<file path="src/rtl/sample_elastic_pipe_pkg.sv">
// sample_pipe_pkg: shared types and helpers for the elastic sample pipeline
package sample_pipe_pkg;
  typedef enum logic {DATA_NORESET = 1'b0, DATA_RESETTABLE = 1'b1} data_reset_e;
  function automatic int occ_width(input int stages);
    return $clog2(stages + 1);
  endfunction
endpackage

</file>
<file path="src/rtl/sample_elastic_pipe_if.sv">
// sample_elastic_pipe_if: upstream/downstream ready-valid bundle
//   slave  (pipe view): in_valid/in_data/out_ready in, in_ready/out_valid/out_data out
//   master (env view) : the mirror image
interface sample_elastic_pipe_if #(parameter int WIDTH = 32);
  logic             in_valid;
  logic             in_ready;
  logic [WIDTH-1:0] in_data;
  logic             out_valid;
  logic             out_ready;
  logic [WIDTH-1:0] out_data;
  modport slave (input in_valid, in_data, out_ready, output in_ready, out_valid, out_data);
  modport master (output in_valid, in_data, out_ready, input in_ready, out_valid, out_data);
endinterface

</file>
<file path="src/rtl/sample_elastic_pipe_stage.sv">
// sample_pipe_stage: one valid bit plus payload register
//   ld/adv/flush in -> v; src in -> data (optionally async-reset)
module sample_pipe_stage import sample_pipe_pkg::*; #(
  parameter int               WIDTH       = 32,
  parameter data_reset_e      DATA_RESET  = DATA_NORESET,
  parameter logic [WIDTH-1:0] RESET_VALUE = '0
) (
  input  logic             clk,
  input  logic             rst_n,
  input  logic             ld,
  input  logic             adv,
  input  logic             flush,
  input  logic [WIDTH-1:0] src,
  output logic             v,
  output logic [WIDTH-1:0] data
);
  always_ff @(posedge clk or negedge rst_n)
    if (!rst_n) v <= 1'b0;
    else v <= ~flush & (ld | (v & ~adv));
  if (DATA_RESET == DATA_RESETTABLE) begin : g_rst
    always_ff @(posedge clk or negedge rst_n)
      if (!rst_n) data <= RESET_VALUE;
      else if (ld) data <= src;
  end else begin : g_nrst
    always_ff @(posedge clk)
      if (ld) data <= src;
  end
endmodule

</file>
<file path="src/rtl/sample_elastic_pipe.sv">
// sample_elastic_pipe: STAGES-deep ready/valid pipe with bubble collapse
//   clk, rst_n (async, active low), flush (sync drop of in-flight data)
//   bus: slave side of sample_elastic_pipe_if; occupancy: valid-stage count
module sample_elastic_pipe import sample_pipe_pkg::*; #(
  parameter int               STAGES      = 2,
  parameter int               WIDTH       = 32,
  parameter data_reset_e      DATA_RESET  = DATA_NORESET,
  parameter logic [WIDTH-1:0] RESET_VALUE = '0
) (
  input  logic                           clk,
  input  logic                           rst_n,
  input  logic                           flush,
  sample_elastic_pipe_if.slave           bus,
  output logic [occ_width(STAGES)-1:0]   occupancy
);
  localparam int OW = occ_width(STAGES);
  logic [STAGES-1:0] v, adv, ld;
  logic [WIDTH-1:0]  d [STAGES];
  for (genvar i = 0; i < STAGES; i++) begin : g_st
    logic [WIDTH-1:0] src;
    // A stage advances when some later stage is empty (the hole absorbs the
    // shift) or when every later stage is full and the sink takes a beat;
    // this is the unrolled form of the stage-to-stage ready ripple.
    if (i == STAGES - 1) begin : g_last
      assign adv[i] = v[i] & bus.out_ready;
    end else begin : g_mid
      assign adv[i] = v[i] & (~&v[STAGES-1:i+1] | bus.out_ready);
    end
    if (i == 0) begin : g_head
      assign ld[i] = bus.in_valid & bus.in_ready;
      assign src   = bus.in_data;
    end else begin : g_body
      assign ld[i] = adv[i-1];
      assign src   = d[i-1];
    end
    sample_pipe_stage #(
      .WIDTH(WIDTH), .DATA_RESET(DATA_RESET), .RESET_VALUE(RESET_VALUE)
    ) u_stage (
      .clk(clk), .rst_n(rst_n), .ld(ld[i]), .adv(adv[i]), .flush(flush),
      .src(src), .v(v[i]), .data(d[i])
    );
  end
  assign bus.in_ready  = ~flush & (~v[0] | adv[0]);
  assign bus.out_valid = v[STAGES-1];
  assign bus.out_data  = d[STAGES-1];
  always_comb begin
    occupancy = '0;
    for (int i = 0; i < STAGES; i++) occupancy = occupancy + OW'(v[i]);
  end
endmodule

</file>
<file path="src/flat_wrapper.sv">
// flat-port wrapper written by rule: the top's interface ports become plain ports
module sample_elastic_pipe_flat import sample_pipe_pkg::*;
#(
  parameter int               STAGES      = 2,
  parameter int               WIDTH       = 32,
  parameter data_reset_e      DATA_RESET  = DATA_NORESET,
  parameter logic [WIDTH-1:0] RESET_VALUE = '0
)
  (clk, rst_n, flush, occupancy, bus_in_valid, bus_in_data, bus_out_ready, bus_in_ready, bus_out_valid, bus_out_data);
  sample_elastic_pipe_if #(.WIDTH(WIDTH)) bus_i ();
  input  logic clk;
  input  logic rst_n;
  input  logic flush;
  output logic [occ_width(STAGES)-1:0] occupancy;
  input wire logic [$bits(bus_i.in_valid)-1:0] bus_in_valid;
  input wire logic [$bits(bus_i.in_data)-1:0] bus_in_data;
  input wire logic [$bits(bus_i.out_ready)-1:0] bus_out_ready;
  output wire logic [$bits(bus_i.in_ready)-1:0] bus_in_ready;
  output wire logic [$bits(bus_i.out_valid)-1:0] bus_out_valid;
  output wire logic [$bits(bus_i.out_data)-1:0] bus_out_data;
  assign bus_i.in_valid = bus_in_valid;
  assign bus_i.in_data = bus_in_data;
  assign bus_i.out_ready = bus_out_ready;
  assign bus_in_ready = bus_i.in_ready;
  assign bus_out_valid = bus_i.out_valid;
  assign bus_out_data = bus_i.out_data;
  sample_elastic_pipe #(.STAGES(STAGES), .WIDTH(WIDTH), .DATA_RESET(DATA_RESET), .RESET_VALUE(RESET_VALUE)) u_core (.clk(clk), .rst_n(rst_n), .flush(flush), .bus(bus_i), .occupancy(occupancy));
endmodule
</file>
<file path="config.mk">
export PLATFORM = sky130hd
export DESIGN_NAME = sample_elastic_pipe_flat
export DESIGN_NICKNAME = d
export VERILOG_FILES = /design/src/rtl/sample_elastic_pipe_pkg.sv /design/src/rtl/sample_elastic_pipe_if.sv /design/src/rtl/sample_elastic_pipe_stage.sv /design/src/rtl/sample_elastic_pipe.sv /design/src/flat_wrapper.sv
export SDC_FILE = /design/constraint.sdc
export NUM_CORES = 1
export LEC_CHECK = 0
export ABC_AREA = 1
export ABC_CLOCK_PERIOD_IN_PS = 3050
export CORE_AREA = 8 8 82 84
export CTS_CLUSTER_DIAMETER = 50
export CTS_CLUSTER_SIZE = 8
export DETAILED_ROUTE_END_ITERATION = 8
export DIE_AREA = 0 0 90 92
export GPL_TIMING_DRIVEN = 0
export PLACE_DENSITY = 0.7
export RECOVER_POWER = 25
export SLEW_MARGIN = 20
export SYNTH_ARGS = -nofsm -noshare
export SYNTH_HDL_FRONTEND = slang
export SYNTH_HIERARCHICAL = 1
export SYNTH_SLANG_ARGS = --single-unit
</file>
<file path="constraint.sdc">
create_clock -name clk -period 3.05 [get_ports clk]
set_input_delay 0.61 -clock clk [delete_from_list [all_inputs] [get_ports clk]]
set_output_delay 0.61 -clock clk [all_outputs]
set_load 0.02 [all_outputs]
</file>
=== After elaboration in Yosys (flattened, before gate mapping) ===
Cells that the tools add are included.
W data, S select, Z words.

* Add/subtract/negate cells: 1
* Reduce and logical (&&, ||, !) cells: 1
* Bitwise gates (word level): 16

{| class="wikitable"
|+ Operators with widths
! kind !! count
|-
| $and A1 B1 Y1 || 8
|-
| $not A1 Y1 || 4
|-
| $or A1 B1 Y1 || 4
|-
| $add A1 B1 Y2 || 1
|-
| $logic_not A1 Y1 || 1
|}

* Bits of input ports: 37
* Register bits: 66

=== Longest topological paths before layout ===
Gate-level depths: netlist (run 1).

* Word-level depth: 8
* Depth in mapped cells: 6
* Depth with buffers taken out: 6

=== By module ===
Netlist (run 1), hierarchy kept.

{| class="wikitable"
|+ By module, submodules not included
! module !! area each (µm²) !! seq. area each (µm²) !! times used !! cells an instance
|-
| sample_pipe_stage || 1006.0 || 985.9 || 2 || 37
|-
| sample_elastic_pipe || 65.1 || 0.0 || 1 || 11
|}

=== Worst setup path after synthesis (run 1) ===
OpenSTA, ideal clock, no wires.

* Path type: in2reg
* From: in bus_out_ready
* To: reg u_core.g_st[1].u_stage.v
* Data required time: 2.974 ns
* Arrival: 2.588 ns
* Stages on the path: 4
* Library setup time: 0.076 ns
* Slack: 0.386 ns
* Cells stage by stage: inv_1 a21boi_1 inv_1 a21oi_2

* Elaborated cells between the ends (all ways): 7

{| class="wikitable"
|+ RTL lines
! item !! line !! text
|-
| start: declaration || flat_wrapper.sv:17 || <nowiki>input wire logic [$bits(bus_i.out_ready)-1:0] bus_out_ready;</nowiki>
|-
| $or A1 B1 Y1 || sample_elastic_pipe.sv:27 || <nowiki>assign adv[i] = v[i] & (~&v[STAGES-1:i+1] | bus.out_ready);</nowiki>
|-
| $and A1 B1 Y1 || sample_elastic_pipe.sv:27 ||
|-
| via u_core.adv[0] || sample_elastic_pipe.sv:17 || <nowiki>logic [STAGES-1:0] v, adv, ld;</nowiki>
|-
| $or A1 B1 Y1 || sample_elastic_pipe_stage.sv:19 || <nowiki>else v <= ~flush & (ld | (v & ~adv));</nowiki>
|-
| $and A1 B1 Y1 || sample_elastic_pipe_stage.sv:19 ||
|-
| end signal: assignment || sample_elastic_pipe_stage.sv:19 ||
|-
| end: declaration || sample_elastic_pipe_stage.sv:14 || <nowiki>output logic v,</nowiki>
|}

The timed path passes the listed nets, and every way through them passes these cells.
A chain may end at the register's enable or synchronous reset.

=== Final worst setup path (run 1) ===
* From: in bus_out_ready
* To: out bus_in_ready

* Cells in the longest elaborated chain, start to end: 4

{| class="wikitable"
|+ Ends and longest elaborated chain
! item !! line !! text
|-
| $or A1 B1 Y1 || sample_elastic_pipe.sv:27 ||
|-
| $and A1 B1 Y1 || sample_elastic_pipe.sv:27 ||
|-
| $or A1 B1 Y1 || sample_elastic_pipe.sv:43 || <nowiki>assign bus.in_ready = ~flush & (~v[0] | adv[0]);</nowiki>
|-
| $and A1 B1 Y1 || sample_elastic_pipe.sv:43 ||
|-
| end: declaration || flat_wrapper.sv:18 || <nowiki>output wire logic [$bits(bus_i.in_ready)-1:0] bus_in_ready;</nowiki>
|}

No other way between the ends.

==> summary.txt, run 1 <==
Status
  • Status: finished clean

Synth
  • Synth warn: 6
  • Top cells by area, synth: edfxtp_1 93%, dfrtp_1 2.4%, inv_1 1.4%, a21oi_2 0.84%, ha_1 0.60%
  • Post-synthesis cell type count: 11
  • Yosys reg bits: 66
  • Net Count, Synth: 123
  • Top cell type's share of synthesized area: 92.5%
  • Synth Instances: 85
  • Ys flop type: edfxtp_1
  • Most frequent cell after synthesis: edfxtp_1
  • Post-Syn Area: 2080 um^2
  • Commonest cells in the netlist: 64 x edfxtp_1, 8 x inv_1, 3 x nand2_1, 2 x a21oi_2, 2 x dfrtp_1
  • Async S/R FF share, synth: 3.03%
  • Mapped Avg Cell Area: 24.4 um^2
  • Seq/Total Area, Yosys: 94.9%
  • Number of enable flip-flop cells after synthesis: 64
  • Dominant cell type by area after synthesis: edfxtp_1

Layout
  • Antenna cell count: 0
  • Final core utilization: 57.5%
  • Layout area overhead: 49.7%
  • Post-route insts no fill: 246
  • Register area: 1970 um^2
  • # fillers: 424
  • Layout cells sized above 1: 10.9%
  • Nets: 207
  • Area occupied by multi-input gates: 87.6 um^2

Clock network
  • Clock Sinks: 66
  • Max Root-Sink Buffers: 2
  • Post-CTS resize count: 0
  • H-tree depth: 3
  • CTS root buf: clkbuf_8
  • Later-pin clock latency in the skew report: 330 ps
  • Setup Fix Bufs, Post-CTS: 0
  • CTS hold repair buffers: 0
  • Clk slew on worst S/H paths: 70 ps
  • TritonCTS clock tree: done
  • CTS buffer count: 9

Die
  • Die Span Y: 92 um
  • Initial core utilization: 38.4%
  • Core Rows: 27
  • DIE WIDTH: 90 um
  • Top Ports: 73
  • Core box area: 5410 um^2
  • Die area: 8280 um^2

Place
  • Placed instance count: 230
  • Port-buffer cells: 72
  • Hpwl dp: 2930 um
  • Worst slack, placed: 392 ps
  • Gpl congestion: 0.677

Worst setup path
  • Worst endpoint required time: 2440 ps
  • CP arrival: 2050 ps
  • Kind of critical path: primary input to primary output
  • Worst-path cell chain: clkdlybuf4s50_1 -> inv_1 -> nand3_2 -> nand2_2 -> inv_1 -> clkdlybuf4s50_1
  • Worst Path Max Fanout: 2
  • Startpoint types: primary input
  • CP max-delay cell: clkdlybuf4s50_1
  • CP max stage delay: 610 ps
  • Worst Path Buf+Inv: 4
  • Top delay family on crit path: buffers and inverters
  • Crit end category: primary output

Global routing
  • Initial antenna violation count: 1
  • Overall routing resource usage: 9.85%
  • GRT overflow: 0
  • Largest net degree at the start of global routing: 34
  • First-pass GRT wire length: 6080 um
  • Number of global-route vias before repair: 1249

Detailed routing
  • Drt wl/cell: 16.1 um
  • Routed wire length: 3950 um
  • Vias: 1037
  • Drc violations: 0
  • DRT iter0 DRCs: 78
  • Final ANT Viol Nets: 0
  • Via density: 4.22
  • DR pass1 iterations: 4

Pwr
  • Max rail drop VDD: 0.397 mV
  • Tot Pwr: 1.87 mW
  • Pwr dens: 602 nW/um^2
  • Leak Pwr: 1.07 nW

STA
  • Layout Skew: 4.85 ps
  • Worst-margin pin slew: 879 ps
  • Final worst setup slack: 387 ps
  • Slew margin rel.: 41.2%
  • Tcrit/Tclk final: 87.3%
  • RSZ-0062 raised after global routing: no
  • Fin. max-slew vios: 0
  • Post-layout min period: 2660 ps
  • Max Clk Rate: 0.375 GHz
  • Final setup fails: 0
  • Hold Vio Cnt, Final: 0

Hold path
  • Hold WC Path Type: flop to flop

Run
  • Max Cap Viol: 0
cell type report:
cell class,instances,share of cell area (%)
clock inverters,4,1.37
flip-flops and latches,66,63.4
multi-input cells,10,2.82
clock buffers,12,4.35
repair buffers,73,24.1
inverters,9,1.09
well taps,72,2.90
worst register-to-register path: cells and delay by family, from the launching register on:
kind | cells | cell delay [ps]
simple gates | 3 | 880
flops | 1 | 480
layer usage:
metal  share of wire [%]  wire, um  global-route usage, %  vias to the layer above
met5                0.25        10                      0                        -
met4                 1.3        53                   7.07                        2
met3                  17       660                   8.15                        8
met2                  50      1990                   15.7                       58
met1                  31      1230                   7.91                      481
li1                    -         -                      -                      488
power by group:
| group | total [mW] | internal [mW] | switching (mW) |
|---|---|---|---|
| Clock | 0.663 | 0.372 | 0.291 |
| Sequential | 1.05 | 1.04 | 0.0125 |
| Combinational | 0.156 | 0.0833 | 0.0726 |
state kept, by name, indices dropped and copies added (netlist names):
register and count:
u_core/g_st.u_stage/v 2, u_core/g_st.u_stage/data 64
cell families after synthesis:
group                      count (synthesis)  synth area share [%]
AOI/OAI and AO/OA                          3                  1.21
DFF                                       66                  94.9
and+or+nand+nor                            6                  1.63
adders and majority gates                  1                 0.602
buffers and inverters                      9                  1.63
worst paths after layout:
path | slack, ps | end | from | cells after the start
worst max register to register | 1300 | u_core/g_st[0].u_stage/data[11] | u_core/g_st[1].u_stage/v | 3
worst min-delay path | 420 | u_core/g_st[1].u_stage/data[20] | u_core/g_st[0].u_stage/data[20] | 0
worst min register to register | 420 | u_core/g_st[1].u_stage/data[20] | u_core/g_st[0].u_stage/data[20] | 0
min in group asynchronous | 510 | u_core/g_st[0].u_stage/v | rst_n | 1
worst max-delay path | 390 | bus_in_ready | bus_out_ready | 6
max in group asynchronous | 2420 | u_core/g_st[1].u_stage/v | rst_n | 1
stage by stage:
step	setup TNS, ps	area (um^2)	hold WS [ps]
after detailed placement	0	2930	405
after floorplan	0	2080	314
final	0	3110	417
after global placement	-20440	2890	401
after global routing	0	3110	426
after CTS	0	3110	419
layout by cell type, fill, tap and decap left out:
master,netlist,layout
a21boi_4,0,1
a21oi_2,2,2
buf_16,0,1
bufinv_16,0,1
clkbuf_1,0,3
clkbuf_8,0,9
clkdlybuf4s50_1,0,63
clkinv_1,0,2
clkinv_2,0,1
dfrtp_1,2,2
dlygate4sd3_1,0,9
edfxtp_1,64,64
ha_1,1,1
inv_1,8,8
inv_2,1,1
nand2_1,3,3
nand2_2,1,1
nand3_2,1,1
nor2_4,0,1
Power figures use the tool's default switching activity.
==> inputs of run 2 (changes only) <==
--- a/config.mk
+++ b/config.mk
@@ -7,16 +7,17 @@
 export LEC_CHECK = 0
 export ABC_AREA = 1
 export ABC_CLOCK_PERIOD_IN_PS = 3050
-export CORE_AREA = 8 8 82 84
+export CELL_PAD_IN_SITES_DETAIL_PLACEMENT = 1
+export CELL_PAD_IN_SITES_GLOBAL_PLACEMENT = 1
+export CORE_AREA = 8 8 84 86
 export CTS_CLUSTER_DIAMETER = 50
 export CTS_CLUSTER_SIZE = 8
 export DETAILED_ROUTE_END_ITERATION = 8
-export DIE_AREA = 0 0 90 92
+export DIE_AREA = 0 0 92 94
 export GPL_TIMING_DRIVEN = 0
-export PLACE_DENSITY = 0.7
+export PLACE_DENSITY_LB_ADDON = 0.1
 export RECOVER_POWER = 25
 export SLEW_MARGIN = 20
 export SYNTH_ARGS = -nofsm -noshare
 export SYNTH_HDL_FRONTEND = slang
-export SYNTH_HIERARCHICAL = 1
 export SYNTH_SLANG_ARGS = --single-unit
==> run 2 against run 1 <==
Maximum frequency is 1.4% higher. Synthesized cell count is 7.1% lower. Clock power is 2% higher. Worst hold slack hardly changed. Combinational power is 5% lower. Final area is 0.24% higher. Via count is 0.68% higher.
==> summary.txt, run 2 <==
Clock network
  • Setup Fix Bufs, Post-CTS: 0 (unchanged)
  • CTS buffer count: 9 (unchanged)
  • TritonCTS clock tree: done
  • Clock Sinks: 66 (unchanged)
  • H-tree depth: 3 (unchanged)
  • CTS root buf: clkbuf_8
  • Post-CTS resize count: 0 (unchanged)
  • Clk slew on worst S/H paths: 70 ps (about the same)
  • CTS hold repair buffers: 0 (unchanged)
  • Later-pin clock latency in the skew report: 320 ps (about the same)
  • Max Root-Sink Buffers: 2 (unchanged)

Layout
  • Layout cells sized above 1: 11.2% (+0.32 points)
  • Max FFs per register: 64 (unchanged)
  • Register bank with the most flops: u_core.g_st.u_stage.data
  • Nets: 202 (-2.4%)
  • Commonest non-fill, non-tap cell in the layout: edfxtp_1
  • Most frequent cells in the layout: 64 x edfxtp_1, 63 x clkdlybuf4s50_1, 9 x clkbuf_8, 9 x dlygate4sd3_1, 5 x inv_1
  • Largest regs: u_core.g_st.u_stage.data (64), u_core.g_st.u_stage.v (2)
  • Area occupied by multi-input gates: 71.3 um^2 (-19%)
  • Antenna cell count: 0 (unchanged)
  • Layout area overhead: 52.5%
  • # fillers: 520 (+23%)
  • Post-route insts no fill: 244 (-0.81%)
  • Final core utilization: 54.2% (-3.3 points)
  • Register area: 1970 um^2 (unchanged)

STA
  • Final setup fails: 0 (unchanged)
  • Post-layout min period: 2630 ps (-37.8 ps)
  • Fin. max-slew vios: 0 (unchanged)
  • RSZ-0062 raised after global routing: no
  • Layout Skew: 7.69 ps (+2.84 ps)
  • Hold Vio Cnt, Final: 0 (unchanged)
  • Max Clk Rate: 0.381 GHz (+1.4%)
  • Tcrit/Tclk final: 86.1% (-1.2 points)
  • Slew margin rel.: 64.5% (+23 points)
  • Worst-margin pin slew: 531 ps (-348 ps)

Status
  • Status: finished clean

Die
  • Initial core utilization: 35.6% (-2.9 points)
  • Top Ports: 73 (unchanged)
  • Die area: 8650 um^2 (+4.4%)
  • DIE WIDTH: 92 um (+2.2%)
  • Die Span Y: 94 um (+2.2%)
  • Core box area: 5750 um^2 (+6.3%)
  • Core Rows: 28 (+3.7%)

Worst setup path
  • Crit end category: primary output
  • Reg-to-reg setup timing slack: 1460 ps (+160 ps)
  • CP max-delay cell: clkdlybuf4s50_1
  • Kind of critical path: primary input to primary output
  • R2R Path End: u_core.g_st[0].u_stage.data[21]
  • Startpoint types: primary input
  • Cell count of the worst reg-to-reg path: 4 (+1)
  • Worst R2R Start: u_core.g_st[1].u_stage.v
  • Worst endpoint required time: 2440 ps (about the same)
  • Worst-path cell chain: clkdlybuf4s50_1 -> inv_1 -> nand3_2 -> nand2_1 -> inv_1 -> clkdlybuf4s50_1
  • CP arrival: 2020 ps (-30 ps)
  • Worst Path Max Fanout: 3 (+1)
  • CP max stage delay: 600 ps (about the same)

Place
  • Gpl congestion: 0.671 (-0.81%)
  • Hpwl dp: 2880 um (-1.8%)
  • Placed instance count: 228 (-0.87%)
  • Port-buffer cells: 72 (unchanged)

Synth
  • Net Count, Synth: 117 (-4.9%)
  • Largest family of logic cells by synthesized area: simple AND/OR/NAND/NOR gates
  • Top cell type's share of synthesized area: 94.1% (+1.5 points)
  • Top cells by area, synth: edfxtp_1 94%, dfrtp_1 2.4%, inv_1 0.92%, ha_1 0.61%, a21oi_1 0.49%
  • Yosys reg bits: 66 (unchanged)
  • Post-synthesis cell type count: 9 (-2)
  • Mapped Avg Cell Area: 25.9 um^2 (+5.8%)
  • Mux cell area share after synthesis: 0% (unchanged)
  • Post-Synth Adder-Cell Area: 0.612% (+0.010 points)
  • Area share of and/or/nand/nor cells after synthesis: 1.04% (-0.59 points)
  • Synth Instances: 79 (-7.1%)
  • Async S/R FF share, synth: 3.03% (unchanged)
  • Seq/Total Area, Yosys: 96.5% (+1.6 points)
  • Number of enable flip-flop cells after synthesis: 64 (unchanged)
  • Post-Syn Area: 2040 um^2 (-1.6%)
  • Dominant cell type by area after synthesis: edfxtp_1
  • Commonest cells in the netlist: 64 x edfxtp_1, 5 x inv_1, 2 x a21oi_1, 2 x dfrtp_1, 2 x nand2_1
  • Ys flop type: edfxtp_1
  • Synth Area in XOR/XNOR: 0% (unchanged)
  • Synth Area in Compound Gates: 0.919% (-0.29 points)
  • Synth warn: 0 (-6)
  • Most frequent cell after synthesis: edfxtp_1

Detailed routing
  • Vias: 1044 (+0.68%)
  • DRT iter0 DRCs: 65 (-17%)
  • Routed wire length: 3940 um (-0.23%)
  • DR pass1 iterations: 4 (unchanged)
  • Drc violations: 0 (unchanged)
  • Drt wl/cell: 16.2 um (+0.59%)
  • Final ANT Viol Nets: 0 (unchanged)
  • Via density: 4.28 (+1.5%)

Pwr
  • Max rail drop VDD: 0.282 mV (-29%)
  • Pwr dens: 600 nW/um^2 (-0.36%)
  • Tot Pwr: 1.87 mW (-0.12%)
  • Leak Pwr: 1.07 nW (-0.48%)

Global routing
  • Number of global-route vias before repair: 1193 (-4.5%)
  • GRT overflow: 0 (unchanged)
  • First-pass GRT wire length: 6100 um (+0.35%)
  • Overall routing resource usage: 9.55% (-0.30 points)
  • Largest net degree at the start of global routing: 21 (-38%)
  • Initial antenna violation count: 0 (-1)

Hold path
  • Hold WC Path Type: flop to flop
  • Hold depth: 0 (unchanged)
  • WHS Endpoint: u_core.g_st[1].u_stage.data[9]
  • Worst hold start: u_core.g_st[0].u_stage.data[9]

Run
  • Max Cap Viol: 0 (unchanged)
-- run 2: cell families after synthesis --
| kind of cell | Yosys count |
|---|---|
| compound gates | 3 |
| fa+ha+maj | 1 |
| flops | 66 |
| simple gates | 4 |
| buf+inv | 5 |
-- run 2: area by class of cell --
cell class                 instances  area share, %
sequential                        66           63.3
timing repair buffer              74           24.9
multi-input combinational          8           2.29
clock inverter                     6           1.85
clock buffer                      10           4.09
inverter                           5          0.602
tap                               75           3.01
-- run 2: how the worst max path moves through the flow --
stage	start	end	slack, ps
after CTS	bus_out_ready	bus_in_ready	410
after floorplan	bus_out_ready	u_core.g_st[1].u_stage.data[0]	370
after detailed placement	bus_out_ready	bus_in_ready	420
final	bus_out_ready	bus_in_ready	420
after global routing	bus_out_ready	bus_in_ready	370
after global placement	bus_out_ready	u_core.g_st[1].u_stage.data[22]	-830
-- run 2: metrics by stage --
stage / TNS, ps / instance area, um^2 / setup WS (ps) / hold slack (ps)
finish: 0 / 3120 / 424 / 417
CTS: 0 / 3120 / 413 / 422
detailed placement: 0 / 2930 / 424 / 406
global route: 0 / 3120 / 371 / 428
global placement: -47350 / 2860 / -834 / 400
floorplan: 0 / 2040 / 366 / 314
-- run 2: report_power, final --
group          internal, mW  leakage [nW]  switching [mW]
combinational        0.0815         0.356          0.0664
clock                 0.370        0.0874           0.302
sequential             1.04         0.626          0.0108
total                  1.49          1.07           0.380
-- run 2: metal layers --
layer	wire length [um]	vias up	GRT usage (%)	share of wire, %
li1	-	475	-	-
met1	1560	511	9.50	40
met2	1950	51	15.7	50
met3	367	7	5.68	9.3
met4	61	0	4.56	1.5
met5	0	-	0	0
-- run 2: worst max-delay path: cells and delay by family --
| kind | cells | cell delay (ps) |
|---|---|---|
| buffers and inverters | 4 | 1200 |
| and+or+nand+nor | 2 | 200 |
